[src/rtl/mul_seq_pkg.sv]
// rtl/mul_seq_pkg.sv - shared types and constants for the multiplier sequencer
// Purpose: state encoding, datapath widths and default watchdog settings.
// Ports: none (package).
package mul_seq_pkg;

   localparam int OP_W        = 64;
   localparam int RES_W       = 128;
   localparam int TIMEOUT_DEF = 200;
   localparam int CNT_W_DEF   = 8;

   typedef enum logic [1:0] {
      ST_IDLE  = 2'd0,
      ST_RUN   = 2'd1,
      ST_CLEAR = 2'd2,
      ST_OUT   = 2'd3
   } state_e;

endpackage

[src/rtl/mul_sequencer_if.sv]
// rtl/mul_sequencer_if.sv - operand/result streams and multiplier link bundle
// Purpose: groups the upstream operand handshake, the multiplier control
//          link and the downstream result handshake.
// Ports:   slave  = sequencer view (accepts operands, drives multiplier,
//                   presents results)
//          master = environment view (source, multiplier, sink)
interface mul_sequencer_if;
   import mul_seq_pkg::*;

   logic             in_valid;
   logic             in_ready;
   logic [OP_W-1:0]  in_multiplier;
   logic [OP_W-1:0]  in_multiplicand;

   logic [OP_W-1:0]  mul_multiplier;
   logic [OP_W-1:0]  mul_multiplicand;
   logic             mul_op_start;
   logic             mul_op_clear;
   logic             mul_op_done;
   logic [RES_W-1:0] mul_result;

   logic             out_valid;
   logic             out_ready;
   logic [RES_W-1:0] out_result;
   logic             out_err;

   modport slave (
      input  in_valid, in_multiplier, in_multiplicand,
      input  mul_op_done, mul_result, out_ready,
      output in_ready, mul_multiplier, mul_multiplicand,
      output mul_op_start, mul_op_clear,
      output out_valid, out_result, out_err
   );

   modport master (
      output in_valid, in_multiplier, in_multiplicand,
      output mul_op_done, mul_result, out_ready,
      input  in_ready, mul_multiplier, mul_multiplicand,
      input  mul_op_start, mul_op_clear,
      input  out_valid, out_result, out_err
   );

endinterface

[src/rtl/mul_seq_watchdog.sv]
// rtl/mul_seq_watchdog.sv - run-time watchdog counter for the sequencer
// Purpose: counts cycles while enabled; expire flags count == TIMEOUT-1.
// Ports:   clk, reset_n (async active-low), clr (sync zero, wins over en),
//          en (increment), expire (registered-count compare).
module mul_seq_watchdog
   import mul_seq_pkg::*;
#(
   parameter int TIMEOUT = TIMEOUT_DEF,
   parameter int CNT_W   = CNT_W_DEF
) (
   input  logic clk,
   input  logic reset_n,
   input  logic clr,
   input  logic en,
   output logic expire
);

   logic [CNT_W-1:0] cnt_q, cnt_d;

   always_comb begin
      cnt_d = cnt_q;
      if (clr) begin
         cnt_d = '0;
      end else if (en) begin
         cnt_d = cnt_q + CNT_W'(1);
      end
   end

   always_ff @(posedge clk or negedge reset_n) begin
      if (!reset_n) begin
         cnt_q <= '0;
      end else begin
         cnt_q <= cnt_d;
      end
   end

   assign expire = (cnt_q == CNT_W'(TIMEOUT - 1));

endmodule

[src/rtl/mul_sequencer.sv]
// rtl/mul_sequencer.sv - control stage for the iterative 64x64 multiplier
// Purpose: accepts operand pairs, runs the multiplier's start/clear
//          protocol, captures the product and hands it downstream, with a
//          watchdog timeout and a soft abort.
// Ports:   clk, reset_n (async active-low), abort (sync soft cancel),
//          bus (operand stream, multiplier link, result stream),
//          busy (state != IDLE). All outputs decode registered state only.
module mul_sequencer
   import mul_seq_pkg::*;
#(
   parameter int TIMEOUT = TIMEOUT_DEF,
   parameter int CNT_W   = CNT_W_DEF
) (
   input  logic           clk,
   input  logic           reset_n,
   input  logic           abort,
   mul_sequencer_if.slave bus,
   output logic           busy
);

   state_e           state_q, state_d;
   logic [OP_W-1:0]  a_q, a_d;
   logic [OP_W-1:0]  b_q, b_d;
   logic [RES_W-1:0] result_q, result_d;
   logic             err_q, err_d;
   logic             discard_q, discard_d;

   logic             wd_clr;
   logic             wd_en;
   logic             wd_expire;

   mul_seq_watchdog #(
      .TIMEOUT (TIMEOUT),
      .CNT_W   (CNT_W)
   ) u_watchdog (
      .clk     (clk),
      .reset_n (reset_n),
      .clr     (wd_clr),
      .en      (wd_en),
      .expire  (wd_expire)
   );

   always_comb begin
      state_d   = state_q;
      a_d       = a_q;
      b_d       = b_q;
      result_d  = result_q;
      err_d     = err_q;
      discard_d = discard_q;
      wd_clr    = 1'b0;
      wd_en     = 1'b0;

      case (state_q)
         ST_IDLE: begin
            // A cycle with abort high swallows the operand offer as well.
            if (bus.in_valid && !abort) begin
               a_d       = bus.in_multiplier;
               b_d       = bus.in_multiplicand;
               err_d     = 1'b0;
               discard_d = 1'b0;
               wd_clr    = 1'b1;
               state_d   = ST_RUN;
            end
         end
         ST_RUN: begin
            wd_en = 1'b1;
            // Priority: abort, then done, then timeout (done on the
            // expiry cycle still counts as a good product).
            if (abort) begin
               discard_d = 1'b1;
               state_d   = ST_CLEAR;
            end else if (bus.mul_op_done) begin
               result_d = bus.mul_result;
               state_d  = ST_CLEAR;
            end else if (wd_expire) begin
               err_d    = 1'b1;
               result_d = '0;
               state_d  = ST_CLEAR;
            end
         end
         ST_CLEAR: begin
            // An abort landing in CLEAR cancels the hand-off right away.
            if (abort) begin
               discard_d = 1'b1;
            end
            state_d = (discard_q || abort) ? ST_IDLE : ST_OUT;
         end
         ST_OUT: begin
            if (abort || bus.out_ready) begin
               state_d = ST_IDLE;
            end
         end
         default: begin
            state_d = ST_IDLE;
         end
      endcase
   end

   always_ff @(posedge clk or negedge reset_n) begin
      if (!reset_n) begin
         state_q   <= ST_IDLE;
         a_q       <= '0;
         b_q       <= '0;
         result_q  <= '0;
         err_q     <= 1'b0;
         discard_q <= 1'b0;
      end else begin
         state_q   <= state_d;
         a_q       <= a_d;
         b_q       <= b_d;
         result_q  <= result_d;
         err_q     <= err_d;
         discard_q <= discard_d;
      end
   end

   assign bus.in_ready         = (state_q == ST_IDLE);
   assign bus.mul_multiplier   = a_q;
   assign bus.mul_multiplicand = b_q;
   assign bus.mul_op_start     = (state_q == ST_RUN);
   assign bus.mul_op_clear     = (state_q == ST_CLEAR);
   assign bus.out_valid        = (state_q == ST_OUT);
   assign bus.out_result       = result_q;
   assign bus.out_err          = err_q;
   assign busy                 = (state_q != ST_IDLE);

endmodule

[src/flat_wrapper.sv]
// flat-port wrapper written by rule: the top's interface ports become plain ports
module mul_sequencer_flat import mul_seq_pkg::*;
#(
   parameter int TIMEOUT = TIMEOUT_DEF,
   parameter int CNT_W   = CNT_W_DEF
)
  (clk, reset_n, abort, busy, bus_in_valid, bus_in_multiplier, bus_in_multiplicand, bus_mul_op_done, bus_mul_result, bus_out_ready, bus_in_ready, bus_mul_multiplier, bus_mul_multiplicand, bus_mul_op_start, bus_mul_op_clear, bus_out_valid, bus_out_result, bus_out_err);
  mul_sequencer_if bus_i ();
  input  logic clk;
  input  logic reset_n;
  input  logic abort;
  output logic busy;
  input wire logic [$bits(bus_i.in_valid)-1:0] bus_in_valid;
  input wire logic [$bits(bus_i.in_multiplier)-1:0] bus_in_multiplier;
  input wire logic [$bits(bus_i.in_multiplicand)-1:0] bus_in_multiplicand;
  input wire logic [$bits(bus_i.mul_op_done)-1:0] bus_mul_op_done;
  input wire logic [$bits(bus_i.mul_result)-1:0] bus_mul_result;
  input wire logic [$bits(bus_i.out_ready)-1:0] bus_out_ready;
  output wire logic [$bits(bus_i.in_ready)-1:0] bus_in_ready;
  output wire logic [$bits(bus_i.mul_multiplier)-1:0] bus_mul_multiplier;
  output wire logic [$bits(bus_i.mul_multiplicand)-1:0] bus_mul_multiplicand;
  output wire logic [$bits(bus_i.mul_op_start)-1:0] bus_mul_op_start;
  output wire logic [$bits(bus_i.mul_op_clear)-1:0] bus_mul_op_clear;
  output wire logic [$bits(bus_i.out_valid)-1:0] bus_out_valid;
  output wire logic [$bits(bus_i.out_result)-1:0] bus_out_result;
  output wire logic [$bits(bus_i.out_err)-1:0] bus_out_err;
  assign bus_i.in_valid = bus_in_valid;
  assign bus_i.in_multiplier = bus_in_multiplier;
  assign bus_i.in_multiplicand = bus_in_multiplicand;
  assign bus_i.mul_op_done = bus_mul_op_done;
  assign bus_i.mul_result = bus_mul_result;
  assign bus_i.out_ready = bus_out_ready;
  assign bus_in_ready = bus_i.in_ready;
  assign bus_mul_multiplier = bus_i.mul_multiplier;
  assign bus_mul_multiplicand = bus_i.mul_multiplicand;
  assign bus_mul_op_start = bus_i.mul_op_start;
  assign bus_mul_op_clear = bus_i.mul_op_clear;
  assign bus_out_valid = bus_i.out_valid;
  assign bus_out_result = bus_i.out_result;
  assign bus_out_err = bus_i.out_err;
  mul_sequencer #(.TIMEOUT(TIMEOUT), .CNT_W(CNT_W)) u_core (.clk(clk), .reset_n(reset_n), .abort(abort), .bus(bus_i), .busy(busy));
endmodule
[config.mk]
export PLATFORM = sky130hd
export DESIGN_NAME = mul_sequencer_flat
export DESIGN_NICKNAME = d
export VERILOG_FILES = /design/src/rtl/mul_seq_pkg.sv /design/src/rtl/mul_sequencer_if.sv /design/src/rtl/mul_seq_watchdog.sv /design/src/rtl/mul_sequencer.sv /design/src/flat_wrapper.sv
export SDC_FILE = /design/constraint.sdc
export NUM_CORES = 1
export LEC_CHECK = 0
export BUFFER_PORTS_ARGS = -buffer_cell sky130_fd_sc_hd__buf_2
export CAP_MARGIN = 5
export CORE_AREA = 2 2 205 207
export CTS_CLUSTER_SIZE = 20
export DETAILED_ROUTE_END_ITERATION = 7
export DIE_AREA = 0 0 207 209
export PLACE_DENSITY_LB_ADDON = 0.3
export SYNTH_ARGS = -nofsm -noshare
export SYNTH_HDL_FRONTEND = slang
export SYNTH_SLANG_ARGS = --single-unit
export TNS_END_PERCENT = 50
[constraint.sdc]
create_clock -name clk -period 1.75 [get_ports clk]
set_clock_uncertainty 0.2 [all_clocks]
set_input_delay 0.35 -clock clk [delete_from_list [all_inputs] [get_ports clk]]
set_output_delay 0.35 -clock clk [all_outputs]
set_load 0.005 [all_outputs]
Word-level counts from Yosys, hierarchy flattened

Index checks and enable logic that the tools add are counted.
W data, S select, Z words.

Bits in registers: 268
Latch bits: 0
RAM bits: 0
Memory bits (read-only): 0
Bits of input ports: 262
Output and inout port bits: 262
Logic and storage cells: 57
Memories: 0

Add/subtract/negate cells: 1
Multipliers: 0
Divide/modulo/power cells: 0
$lt $le $gt $ge: 0
Equal/unequal tests: 11
Shifts and indexed selects: 0
Multiplexer cells: 21
Bitwise operators: 1
Reductions and logical operators: 16

Operator list:

| cell                  | count |
|---|---|
| $mux W128             | 2 |
| $mux W8               | 2 |
| $mux W2               | 6 |
| $reduce_bool A2 Y1    | 5 |
| $reduce_and A3 Y1     | 3 |
| $add A8 B1 Y8 const B | 1 |
| $eq A8 B8 Y1 const B  | 1 |
| $mux W1               | 8 |
| $ne A2 B1 Y1 const B  | 4 |
| $pmux W2 S4           | 1 |
| $reduce_and A5 Y1     | 1 |
| $eq A2 B2 Y1 const B  | 2 |
| $ne A2 B2 Y1 const B  | 2 |
| $ne A4 B3 Y1 const B  | 1 |
| $pmux W1 S2           | 2 |
| $eq A2 B1 Y1 const B  | 1 |
| $logic_not A2 Y1      | 1 |
| $logic_or A1 B1 Y1    | 2 |
| $reduce_and A2 Y1     | 1 |
| $reduce_or A2 Y1      | 1 |
| $logic_and A1 B1 Y1   | 1 |
| $logic_not A1 Y1      | 1 |
| $not A1 Y1            | 1 |

Longest topological paths before layout

Word-level depth: 5
Mapped depth: 8
Mapped depth without buffers: 6

Hierarchy

From an unflattened synthesis, not the netlist that was laid out.

Cells, all modules: 887
Area total of the unflattened synthesis: 11,572.3 sq um

Modules (own cells, without submodules):

| module           | times used | cells each | area each (sq um) | sequential area each (sq um) |
|---|---|---|---|---|
| mul_sequencer    | 1          | 848        | 11,167.0          | 6,506.2 |
| mul_seq_watchdog | 1          | 39         | 405.4             | 200.2 |

Worst setup path before layout

No wires, ideal clock.

Path type: reg2reg
From: register u_core.state_q[0]
To: register u_core.b_q[53] (netlist: u_core.bus.mul_multiplicand[53])
Library setup time: 65 ps
Arrival: 1,680 ps
Required time: 1,485 ps
Slack: -196 ps
Cell stages (with the launch flop): 9
Path buffers: 2
Period minus slack after synthesis: 1,946 ps
Path through: dfrtp_1 inv_1 ha_1 nand2_1 nor2_1 buf_2 buf_2 nand2_1 nand2_1

Longest elaborated chain between the ends: 2

RTL lines:

| item                               | line                 | RTL |
|---|---|---|
| start, declared                    | mul_sequencer.sv:21  | `state_e state_q, state_d;` |
| start signal, assigned             | mul_sequencer.sv:108 | `state_q <= state_d;` |
| $logic_not A2 Y1                   | --                   |  |
| named net bus_in_ready             | flat_wrapper.sv:19   | `output wire logic [$bits(bus_i.in_ready)-1:0] bus_in_ready;` |
| $reduce_and A2 Y1 (no source line) | --                   |  |
| end signal, assigned               | mul_sequencer.sv:103 | `b_q <= '0;` |
| end signal, assigned               | mul_sequencer.sv:110 | `b_q <= b_d;` |
| end, declared                      | mul_sequencer.sv:23  | `logic [OP_W-1:0] b_q, b_d;` |

The timed path passes the listed nets, and every way through them passes these cells.
A chain may end at the register's enable or synchronous reset.

Worst setup path in the final report

From: register u_core.state_q[0]
To: output port busy

Longest elaborated chain between the ends: 1

RTL lines:

| item               | line                 | RTL |
|---|---|---|
| $reduce_bool A2 Y1 | mul_sequencer.sv:125 | `assign busy = (state_q != ST_IDLE);` |
| end, declared      | flat_wrapper.sv:12   | `output logic busy;` |

No other way between the ends.

==> impl_metrics.prom <==
# TYPE chip_impl_metric gauge
chip_impl_info{name="run_status",value="complete, but fails checks"} 1
chip_impl_info{name="violations",value="negative setup slack"} 1
chip_impl_metric{name="placementRows",unit=""} 75
chip_impl_metric{name="slew_headroom",unit=""} 0.713
chip_impl_metric{name="inserted_diodes",unit=""} 0
chip_impl_metric{name="floorplan.core_area",unit="um2"} 41300
chip_impl_metric{name="worst_hold_slack",unit="ps"} 73.0
chip_impl_metric{name="finish.net_count",unit=""} 2288
chip_impl_metric{name="cpPeakStageDelay",unit="ps"} 400
chip_impl_metric{name="final.period_utilization",unit=""} 1.19
chip_impl_info{name="hold_path.class",value="input port to register"} 1
chip_impl_metric{name="htreeDepth",unit=""} 1
chip_impl_metric{name="io_buffer_count",unit=""} 523
chip_impl_metric{name="grt_pass1_wl",unit="um"} 63400
chip_impl_metric{name="synth-seq-area-share",unit=""} 0.596
chip_impl_info{name="cpMostUsedCell",value="sky130_fd_sc_hd__buf_6"} 1
chip_impl_metric{name="timing_hold_violations_final",unit=""} 0
chip_impl_metric{name="fp.dieArea",unit="um2"} 43300
chip_impl_metric{name="fmaxAchievable",unit="GHz"} 0.479
chip_impl_metric{name="cts_buffers",unit=""} 29
chip_impl_metric{name="vias",unit=""} 10997
chip_impl_metric{name="chipWidth",unit="um"} 207
chip_impl_info{name="timing_worst_setup_path_type",value="register to primary output"} 1
chip_impl_metric{name="utilization",unit=""} 0.470
chip_impl_metric{name="dp_hpwl",unit="um"} 26200
chip_impl_metric{name="pwr_total",unit="uW"} 27000
chip_impl_metric{name="avgSynthCellArea",unit="um2"} 9.74
chip_impl_metric{name="synthesis.nets",unit=""} 1423
chip_impl_metric{name="timing.critical_path.fanout_max",unit=""} 3
chip_impl_metric{name="drive_gt1_frac",unit=""} 0.349
chip_impl_metric{name="clock_tree.buffer_depth",unit=""} 3
chip_impl_metric{name="num_io_pins",unit=""} 524
chip_impl_info{name="worstSetupEndpointType",value="primary output"} 1
chip_impl_metric{name="via_count_of_the_first_global_routing_pass",unit=""} 12020
chip_impl_metric{name="clk_latency",unit="ps"} 550
chip_impl_metric{name="final.min_clock_period",unit="ps"} 2090
chip_impl_metric{name="setup_tns",unit="ps"} -34450
chip_impl_metric{name="synthDistinctLibCells",unit=""} 26
chip_impl_metric{name="slew_violations",unit=""} 0
chip_impl_metric{name="multiInputGateArea",unit="um2"} 3780
chip_impl_metric{name="setup_ws",unit="ps"} -336
chip_impl_metric{name="cts.sinks",unit=""} 268
chip_impl_metric{name="power.clock.fraction",unit=""} 0.231
chip_impl_metric{name="switching_power",unit="uW"} 8970
chip_impl_metric{name="final-setup-viol-count",unit=""} 251
chip_impl_metric{name="drc",unit=""} 0
chip_impl_metric{name="initial_core_util",unit=""} 0.272
chip_impl_info{name="critical_path.startpoint_type",value="register"} 1
chip_impl_metric{name="layout.area.seq",unit="um2"} 6710
chip_impl_info{name="synth.largest_area_cell",value="sky130_fd_sc_hd__dfrtp_1"} 1
chip_impl_metric{name="final.fill_count",unit=""} 3710
chip_impl_info{name="yosys-top-cells-area",value="sky130_fd_sc_hd__dfrtp_1 60%, sky130_fd_sc_hd__nand2_1 17%, sky130_fd_sc_hd__mux2i_1 11%"} 1
chip_impl_metric{name="timing.critical_path.buf_inv",unit=""} 5
chip_impl_metric{name="p_sw_frac",unit=""} 0.333
chip_impl_metric{name="gp_congestion",unit=""} 0.819
chip_impl_metric{name="drt_pass1_iterations",unit=""} 5
chip_impl_info{name="cell_with_the_largest_stage_delay_on_the_worst_path",value="sky130_fd_sc_hd__dfrtp_1"} 1
chip_impl_metric{name="antenna_violating_nets_post_route",unit=""} 0
chip_impl_info{name="clock_tree_from_tritoncts",value="done"} 1
chip_impl_info{name="mostFrequentLayoutCell",value="sky130_fd_sc_hd__buf_2"} 1
chip_impl_info{name="clk_root_buffer_cell",value="sky130_fd_sc_hd__clkbuf_16"} 1
chip_impl_metric{name="p_leak",unit="uW"} 0.0102
chip_impl_metric{name="area_delta_synth_final",unit="%"} 72.4
chip_impl_metric{name="synth_top_area_share",unit=""} 0.596
chip_impl_metric{name="globalRouteTotalUtil",unit=""} 0.179
chip_impl_info{name="grt_setup_unrepaired",value="yes"} 1
chip_impl_metric{name="worst_setup_hold_path_clk_slew",unit="ps"} 60
chip_impl_metric{name="seqPwrFrac",unit=""} 0.395
chip_impl_info{name="layout_common_cells",value="516 x sky130_fd_sc_hd__buf_2, 495 x sky130_fd_sc_hd__nand2_1, 268 x sky130_fd_sc_hd__dfrtp_1, 260 x sky130_fd_sc_hd__dlygate4sd3_1, 130 x sky130_fd_sc_hd__inv_1"} 1
chip_impl_metric{name="detail_route.vias_per_cell",unit=""} 4.26
chip_impl_metric{name="detail_route.wirelength",unit="um"} 39700
chip_impl_metric{name="worst-endpoint-arrival",unit="ps"} 1540
chip_impl_metric{name="finish.instance_area",unit="um2"} 19400
chip_impl_metric{name="share_comb_of_total_power",unit=""} 0.374
chip_impl_metric{name="antenna_found_initial",unit=""} 0
chip_impl_metric{name="grt.overflow.total",unit=""} 0
chip_impl_metric{name="routed_wire_per_std_cell",unit="um"} 15.4
chip_impl_metric{name="drv.max_cap_violation_count",unit=""} 0
chip_impl_info{name="critical_path_s_top_delay_family",value="buffers and inverters"} 1
chip_impl_metric{name="die_height",unit="um"} 209
chip_impl_metric{name="syn-cell-area",unit="um2"} 11200
chip_impl_info{name="cp_cell_instances",value="buf_6 > inv_4 > ha_4 > buf_6 > inv_4 > buf_6"} 1
chip_impl_metric{name="ys_seq_elements",unit=""} 268
chip_impl_metric{name="worst_slew_pin_slew",unit="ps"} 430
chip_impl_metric{name="detail_route.iter0.violations",unit=""} 508
chip_impl_metric{name="netlist_instances",unit=""} 1155
chip_impl_metric{name="intPower",unit="uW"} 18000
chip_impl_metric{name="placed_area",unit="um2"} 14900
chip_impl_metric{name="grt_max_degree",unit=""} 76
chip_impl_metric{name="power.ir.vdd_worst",unit="mV"} 0.826
chip_impl_metric{name="yosysWarningCount",unit=""} 0
chip_impl_metric{name="required_arrival_time_at_the_worst_endpoint",unit="ps"} 1200
chip_impl_metric{name="power-per-cell-area",unit="nW/um2"} 1390
==> synth_stat cells <==
master                     number
sky130_fd_sc_hd__xnor2_1        2
sky130_fd_sc_hd__a21oi_1        7
sky130_fd_sc_hd__buf_2         14
sky130_fd_sc_hd__mux2i_1      129
sky130_fd_sc_hd__clkbuf_1      30
sky130_fd_sc_hd__a31oi_1        3
sky130_fd_sc_hd__nand2b_1       2
sky130_fd_sc_hd__nand4_2        1
sky130_fd_sc_hd__o21ai_0        3
sky130_fd_sc_hd__nor4_2         1
sky130_fd_sc_hd__xor2_1         3
sky130_fd_sc_hd__a41oi_1        1
sky130_fd_sc_hd__nand3_1        3
sky130_fd_sc_hd__o41ai_1        1
sky130_fd_sc_hd__buf_12        13
sky130_fd_sc_hd__inv_1        133
sky130_fd_sc_hd__nand4_1        2
sky130_fd_sc_hd__nand2_1      516
sky130_fd_sc_hd__or3_1          2
sky130_fd_sc_hd__buf_8          1
sky130_fd_sc_hd__dfrtp_1      268
sky130_fd_sc_hd__o211a_4        1
sky130_fd_sc_hd__nor3_1         1
sky130_fd_sc_hd__nor3b_1        2
sky130_fd_sc_hd__nor2_1        10
sky130_fd_sc_hd__ha_1           6
==> state kept, by name (all words and copies together) (netlist names) <==
register	cells
u_core.bus.out_result	128
u_core.bus.out_err	1
u_core.bus.mul_multiplier	64
u_core.state_q	2
u_core.u_watchdog.cnt_q	8
u_core.discard_q	1
u_core.bus.mul_multiplicand	64
==> layer usage <==
metal / GRT usage / wire length (um) / share of wire / up-vias
met2: 0.311 / 19400 / 0.49 / 452
met3: 0.0379 / 2600 / 0.065 / 90
met4: 0.0672 / 1440 / 0.036 / 0
met5: 0 / 0 / 0 / -
met1: 0.219 / 16300 / 0.41 / 5221
li1: - / - / - / 5234
==> final timing paths <==
kind / startpoint / end / slack, ps / depth (start not counted)
min in group asynchronous: reset_n / u_core.bus.out_result[77]$_DFFE_PN0P_ / 120 / 2
setup reg to reg: u_core.u_watchdog.cnt_q[0]$_DFFE_PN0P_ / u_core.bus.out_result[86]$_DFFE_PN0P_ / -300 / 8
setup / recovery: u_core.state_q[0]$_DFFE_PN0P_ / busy / -340 / 6
max in group asynchronous: reset_n / u_core.bus.mul_multiplier[59]$_DFFE_PN0P_ / 640 / 3
hold reg to reg: u_core.bus.mul_multiplier[34]$_DFFE_PN0P_ / u_core.bus.mul_multiplier[34]$_DFFE_PN0P_ / 270 / 2
hold / removal: abort / u_core.discard_q$_DFFE_PN0P_ / 70 / 4
==> power by group through the flow <==
stage	registers, uW	logic [uW]	clock network (uW)
3_5_place_dp	10600	8560	0
6_report	10700	10100	6220
5_1_grt	11000	11200	6660
4_1_cts	10600	9820	6410
2_1_floorplan	10800	3470	0
3_3_place_gp	10600	8360	0
==> layout make-up <==
cell class	count	area share
Multi-Input combinational cell	696	0.195
Timing Repair Buffer	892	0.349
Clock buffer	46	0.0438
Clock inverter	7	0.00587
Sequential cell	268	0.346
Tap cell	539	0.0348
Inverter	133	0.0260
==> stage by stage <==
stage	worst slack [ps]	std cells
after floorplan	-105	1155
after global placement	-244	2236
after detailed placement	-331	2236
after CTS	-339	2575
after global routing	-405	2581
final	-336	2581
==> logic make-up (layout without fill, tap and decap cells) <==
kind of cell | Yosys count | count (layout) | share of synthesized area
flip-flops | 268 | 268 | 0.596
XOR/XNOR | 5 | 5 | 0.00389
buffers and inverters | 191 | 1078 | 0.0851
adder cells (fa/ha/maj) | 6 | 6 | 0.00667
AO/OA/AOI/OAI | 16 | 16 | 0.00923
AND/OR/NAND/NOR | 540 | 540 | 0.184
multiplexers | 129 | 129 | 0.115
==> tightest hold or removal path, delay by kind of cell <==
kind	cells	cell delay [ps]
buffers and inverters	3	370
AOI/OAI and AO/OA	1	50
==> what timing repair did <==
item,4_1_cts,5_1_grt
pin swaps,6,9
endpoints found under the setup margin,272,271
hold endpoints to repair,524,0
gates cloned,8,4
buffers inserted,18,8
hold buffers,260,0
gates resized for setup,66,37
(Power assumes the default switching activity.)
